--- config.mk ---
export PLATFORM = sky130hd
export DESIGN_NAME = if_id_fetch_buffer
export DESIGN_NICKNAME = d
export VERILOG_FILES = /design/src/rtl/if_id_fetch_buffer.sv
export SDC_FILE = /design/constraint.sdc
export NUM_CORES = 1
export LEC_CHECK = 0
export ABC_AREA = 1
export ABC_CLOCK_PERIOD_IN_PS = 6150
export CORE_ASPECT_RATIO = 0.8
export CORE_MARGIN = 2
export CORE_UTILIZATION = 53
export CTS_BUF_LIST = sky130_fd_sc_hd__clkbuf_8
export CTS_CLUSTER_SIZE = 10
export DETAILED_ROUTE_END_ITERATION = 10
export GPL_TIMING_DRIVEN = 1
export PLACE_DENSITY = 0.95
export SLEW_MARGIN = 20
export SYNTH_ARGS = -nofsm -noshare
export SYNTH_HDL_FRONTEND = slang
export SYNTH_SLANG_ARGS = --single-unit
--- constraint.sdc ---
create_clock -name clk -period 6.15 [get_ports clk]
set_clock_uncertainty 0.05 [all_clocks]
set_input_delay 0.9225 -clock clk [delete_from_list [all_inputs] [get_ports clk]]
set_output_delay 0.9225 -clock clk [all_outputs]
set_load 0.005 [all_outputs]
--- src/rtl/if_id_fetch_buffer.sv ---
// if_id_fetch_buffer: decoupling FIFO between instruction fetch and decode.
// Holds up to DEPTH {pc, instr} pairs and presents the oldest one to decode.
// Fetch is throttled only by registered state (if_ready never depends on
// id_ready), so a full buffer admits a new word one cycle after a pop.
// A flush discards every buffered word and any word offered in the same cycle.
// Optional feature macro: FETCHBUF_PERF_EN adds the stall_cnt port, which
// counts the cycles in which decode held a valid head.
module if_id_fetch_buffer #(
    parameter int          DEPTH     = 2,
    parameter int          PC_W      = 32,
    parameter logic [31:0] NOP_INSTR = 32'h00000013
) (
    input  logic                     clk,
    input  logic                     rstn,
    input  logic                     if_valid,
    input  logic [PC_W-1:0]          if_pc,
    input  logic [31:0]              if_instr,
    output logic                     if_ready,
    input  logic                     id_ready,
    input  logic                     flush,
    output logic [31:0]              instrD,
    output logic [PC_W-1:0]          pcD,
    output logic                     validD,
    output logic [$clog2(DEPTH):0]   occupancy
`ifdef FETCHBUF_PERF_EN
    ,
    output logic [31:0]              stall_cnt
`endif
);

    localparam int AW = $clog2(DEPTH);
    localparam int CW = AW + 1;

    // Entry storage; contents need no reset because validD masks them.
    logic [PC_W-1:0] pc_mem    [DEPTH];
    logic [31:0]     instr_mem [DEPTH];

    logic [AW-1:0]   wr_ptr;
    logic [AW-1:0]   rd_ptr;
    logic [CW-1:0]   count;

    logic            push;
    logic            pop;

    // Handshake and head presentation, all derived from registered state.
    always_comb begin
        if_ready  = (count != CW'(DEPTH));
        validD    = (count != '0);
        occupancy = count;
        push      = if_valid && if_ready;
        pop       = validD && id_ready;
        if (validD) begin
            instrD = instr_mem[rd_ptr];
            pcD    = pc_mem[rd_ptr];
        end else begin
            instrD = NOP_INSTR;
            pcD    = '0;
        end
    end

    // Capture an accepted word at the write pointer (flush drops it).
    always_ff @(posedge clk) begin
        if (push && !flush) begin
            pc_mem[wr_ptr]    <= if_pc;
            instr_mem[wr_ptr] <= if_instr;
        end
    end

    // Pointer and count update; flush outranks push and pop.
    always_ff @(posedge clk or negedge rstn) begin
        if (!rstn) begin
            wr_ptr <= '0;
            rd_ptr <= '0;
            count  <= '0;
        end else if (flush) begin
            wr_ptr <= '0;
            rd_ptr <= '0;
            count  <= '0;
        end else begin
            if (push) begin
                wr_ptr <= wr_ptr + AW'(1);
            end
            if (pop) begin
                rd_ptr <= rd_ptr + AW'(1);
            end
            case ({push, pop})
                2'b10:   count <= count + CW'(1);
                2'b01:   count <= count - CW'(1);
                default: count <= count;
            endcase
        end
    end

`ifdef FETCHBUF_PERF_EN
    // Decode-stall counter: wraps naturally, cleared only by reset.
    always_ff @(posedge clk or negedge rstn) begin
        if (!rstn) begin
            stall_cnt <= '0;
        end else if (validD && !id_ready && !flush) begin
            stall_cnt <= stall_cnt + 32'd1;
        end
    end
`endif

endmodule

==> flow_metrics.tcl, run 1 <==
set metrics [dict create \
    status "finished clean" \
    detail_route.first_pass.iterations 5 \
    pin_count 137 \
    ir_drop_mv 0.3240 \
    hold_buffers 0 \
    endpoint_kind "primary output" \
    p_comb_share_pct 31.9 \
    p_int_uw 1917 \
    ys_warn_count 0 \
    clkPwrFrac_pct 27.3 \
    setup_viol 0 \
    post-route-util_pct 75.42 \
    avgSynthCellArea_sq_um 13.25 \
    maxCapViolCount 0 \
    clock-sinks 132 \
    path_max_fanout 35 \
    grt_pass1_vias 3418 \
    synth.distinct_cells 15 \
    fmax_ghz 0.2677 \
    rows 31 \
    cp_data_required_time_ps 5180 \
    grt_max_degree 67 \
    synthesis.nets 445 \
    antenna_left 0 \
    rsz0062_at_grt "no" \
    use_met1_pct 26.82 \
    worstSetupStartpointType "register" \
    synth_top_area_cell "edfxtp_1" \
    cts_tree "yes" \
    p_sw_share_pct 29.42 \
    clk_latency_ps 420 \
    clockRootBuffer "clkbuf_8" \
    drc 0 \
    fin_tns_setup_ps 0 \
    synthCells 376 \
    grt.overflow.total 0 \
    synth_top_area_share_pct 77.13 \
    synth-seq-cells 132 \
    ys_seq_area_share_pct 79.14 \
    worst_pin_slew_ps 1083 \
    p_per_area_mw_per_mm2 395.0 \
    rr_worst_depth 7 \
    grt_use_total_pct 21.59 \
    fin_crit_sh_pct 60.75 \
    worstSetupPathType "register to primary output" \
    syn_to_final_growth_pct 37.94 \
    use_met3_pct 6.242 \
    antenna_found_initial 0 \
    detail_route.vias_per_cell 5.326 \
    die_h_um 90.73 \
    arrival_ps 2760 \
    relSlewSlack_pct 27.71 \
    power.switching_uw 798.8 \
    power.total_uw 2715 \
    final-hold-violation-count 0 \
    layout.nets 585 \
    start_util_pct 54.67 \
    core_sq_mm 0.009115 \
    finalWeightedCongestion 0.7259 \
    synth_area_leaders "edfxtp_1 77%, nand2_1 10%, a21oi_1 6.2%, dfrtp_1 2.0%, clkbuf_1 1.1%" \
    port_buffers 136 \
    routedWlPerCell_um 16.92 \
    final_cell_mix "136 x nand2_1, 136 x clkdlybuf4s50_1, 128 x edfxtp_1" \
    grt_util_met2_pct 36.35 \
    hold_depth 1 \
    power_frac_seq_pct 40.8 \
    drt-total-wl_mm 10.90 \
    post_cts_buffers 0 \
    clkTransAtPathRegs_ps 70 \
    grt_busiest_layer "met2" \
    drt_iter0_drc 195 \
    cts.repair.resized 0 \
    cts_buffer_depth 2 \
    hpwl_mm 6.945 \
    grt_pass1_wl_mm 16.68 \
    die_x_um 112.4 \
    fin_crit_ps 3736 \
    drive_above_1_share_pct 8.696 \
    hp-class "register to register" \
    leakagePower_uw 0.002419 \
    h-tree-depth 4 \
    syn_area_sq_mm 0.004984 \
    die_area_sq_mm 0.01020 \
    cts_made_buffers 17 \
    vias 3430 \
    finalMaxSlewViolations 0 \
    n_antenna_cell 0 \
]
## logic make-up after synthesis
logic type,synth area share (%)
buffers and inverters,2.159
and+or+nand+nor,12.05
AOI/OAI and AO/OA,6.653
DFF,79.14
## power groups by stage
stage / clock network (uW) / registers, uW / logic, uW
after floorplan: 0 / 1130 / 354
after global placement: 0 / 1120 / 846
after detailed placement: 0 / 1130 / 866
after CTS: 755 / 1110 / 874
after global routing: 795 / 1110 / 937
final: 742 / 1110 / 865
## state kept, by name, indices dropped and copies added, names as in the netlist
| register | flops |
|---|---|
| instr_mem | 64 |
| occupancy | 2 |
| pc_mem | 64 |
| rd_ptr | 1 |
| wr_ptr | 1 |
## worst max-delay path, cell delays in order (launching register included)
cell	delay [ps]
dfrtp_1	450
nor2_4	650
buf_4	460
inv_1	150
nand3_1	100
clkdlybuf4s50_1	510
## metrics by stage
step	setup slack (ps)	hold WS, ps	std cells	area, sq um
2_1_floorplan	1793	407.7	376	4984
3_3_place_gp	2816	486.1	612	6457
3_5_place_dp	2685	490.7	612	6457
4_1_cts	2369	533.4	644	6874
5_1_grt	2255	536.1	644	6874
6_report	2414	521.4	644	6874
## worst paths after layout
kind,slack [ps],start,to
setup reg to reg,3510,occupancy[0],pc_mem[0][20]
setup / recovery,2410,occupancy[0],instrD[1]
max in group asynchronous,5200,rstn,rd_ptr
hold / removal,520,wr_ptr,wr_ptr
hold reg to reg,520,wr_ptr,wr_ptr
min in group asynchronous,660,rstn,occupancy[1]
## synthesized netlist by cell type
master	n
nor2_2	1
nor2_1	3
buf_2	5
nor2_4	2
dfrtp_1	4
nand2_1	136
a21oi_1	62
nand3_1	5
inv_2	1
edfxtp_1	128
o22ai_1	1
clkbuf_1	14
nand2_2	4
o21ai_0	3
inv_1	7
## layout make-up
class	count	area (sq um)
sequential	132	3945
multi-input combinational	217	947.2
timing repair buffer	140	1391
tap	115	143.9
clock buffer	17	234.0
clock inverter	15	182.7
fill	582	2241
inverter	8	30.03
## metal layers
| layer | wire [um] | vias to the layer above |
|---|---|---|
| met4 | 153 | 0 |
| met2 | 5563 | 160 |
| li1 | - | 1598 |
| met5 | 0 | - |
| met3 | 893 | 14 |
| met1 | 4284 | 1658 |
Note: power is estimated with default switching activity, not from simulation.
==> run 2, diff against run 1 <==
Settings changed: ABC_CLOCK_PERIOD_IN_PS 6150 to 3100, CORE_UTILIZATION 53 to 45, PLACE_DENSITY 0.95 to 0.89.
Clock period 6.15 ns to 3.1 ns, I/O delays scaled along.
==> flow_metrics.tcl, run 2 (synthesized netlist as in run 1, its figures left out) <==
set metrics [dict create \
    detail_route.first_pass.iterations 5 \
    n_antenna_cell 0 \
    clockRootBuffer "clkbuf_8" \
    grt_max_degree 37 \
    detail_route.vias_per_cell 5.054 \
    hold_buffers 0 \
    regArea_sq_mm 0.003945 \
    wirelength_met1_mm 4.397 \
    setup_viol 0 \
    maxCapViolCount 0 \
    leakagePower_uw 0.002473 \
    post_dp_cell_area_sq_mm 0.006589 \
    fin_crit_sh_pct 91.38 \
    fin_tns_setup_ps 0 \
    core_sq_mm 0.01085 \
    fin_crit_ps 2833 \
    die_h_um 98.13 \
    clock-sinks 132 \
    worstSetupPathType "register to primary output" \
    final_cell_mix "136 x nand2_1, 136 x clkdlybuf4s50_1, 128 x edfxtp_1" \
    grt_pass1_wl_mm 17.61 \
    rr_worst_depth 7 \
    port_buffers 136 \
    rr_startpoint "occupancy[0]" \
    die_area_sq_mm 0.01194 \
    cts_buffer_depth 2 \
    fmax_ghz 0.3530 \
    wl_met2_mm 5.971 \
    endpoint_kind "primary output" \
    multi_input_area_sq_um 947.2 \
    cp_data_required_time_ps 2580 \
    cts_made_buffers 17 \
    post_cts_buffers 0 \
    drc 0 \
    grt_use_total_pct 19.57 \
    syn_to_final_growth_pct 40.72 \
    timing.rr.end "instr_mem[0][26]" \
    finalMaxSlewViolations 0 \
    cts.repair.resized 0 \
    top_layer_used "met4" \
    wl_met3_um 855 \
    ir_drop_mv 0.5744 \
    grt.overflow.total 0 \
    rows 34 \
    layout.nets 591 \
    hpwl_mm 7.315 \
    cts_tree "yes" \
    h-tree-depth 4 \
    finalWeightedCongestion 0.7858 \
    stdcell_area_sq_mm 0.007013 \
    drt-total-wl_mm 11.28 \
    whs_ps 187.6 \
    vias 3432 \
    clkTransAtPathRegs_ps 80 \
    antenna_left 0 \
    reg2reg_slack_ps 1120 \
    rsz0062_at_grt "no" \
    die_x_um 121.7 \
    arrival_ps 2320 \
    drt_iter0_drc 306 \
    final-hold-violation-count 0 \
    relSlewSlack_pct 51.99 \
    status "finished clean" \
    crit_start "rd_ptr" \
    antenna_found_initial 0 \
    grt_pass1_vias 3569 \
    routedWlPerCell_um 16.62 \
    cp-endpoint "instrD[8]" \
    setup_slack_ps 267.1 \
    clk_latency_ps 430 \
    nFillCells 775 \
    worst_pin_slew_ps 718.5 \
    start_util_pct 45.94 \
    hp-class "primary input to async pin" \
    worstSetupStartpointType "register" \
    p_per_area_mw_per_mm2 787.9 \
    path_max_fanout 32 \
    pin_count 137 \
    dp_slack_ps 731.9 \
    drive_above_1_share_pct 9.346 \
]
[run 2: report_power, final]
part | switching [uW] | internal, uW | total, uW
sequential | 82.5 | 2140 | 2220
clock | 653 | 867 | 1520
combinational | 858 | 928 | 1790
[run 2: metal layers]
layer / global-route usage (%) / up-vias
met5: 0 / -
met4: 5.482 / 0
met3: 5.900 / 8
met2: 34.36 / 159
met1: 23.49 / 1652
li1: - / 1613
[run 2: area by class of cell]
| class | instances | share of cell area [%] |
|---|---|---|
| Inverter | 8 | 0.4282 |
| Sequential cell | 132 | 56.25 |
| Clock inverter | 15 | 2.712 |
| Clock buffer | 17 | 3.336 |
| Timing Repair Buffer | 146 | 21.20 |
| Tap cell | 144 | 2.569 |
| Multi-Input combinational cell | 217 | 13.51 |
[run 2: critical path, stage by stage, from the launching register on]
cell and delay [ps]:
dfrtp_2 570, inv_2 110, buf_4 330, nand2_1 120, a21oi_1 200, clkdlybuf4s50_1 540
[run 2: worst min path at each step]
stage	from	to	slack, ps
after floorplan	rstn	occupancy[0]	120
after global placement	wr_ptr	wr_ptr	490
after detailed placement	wr_ptr	wr_ptr	500
after CTS	rstn	occupancy[1]	160
after global routing	rstn	occupancy[1]	180
final	rstn	occupancy[1]	190
[run 2: metrics by stage]
stage / util (%) / instances / power (uW)
floorplan: - / 376 / 2935
global placement: 60.74 / 647 / 3991
detailed placement: 60.74 / 647 / 4043
CTS: 64.65 / 679 / 5566
global route: 64.65 / 679 / 5789
finish: 64.65 / 679 / 5525
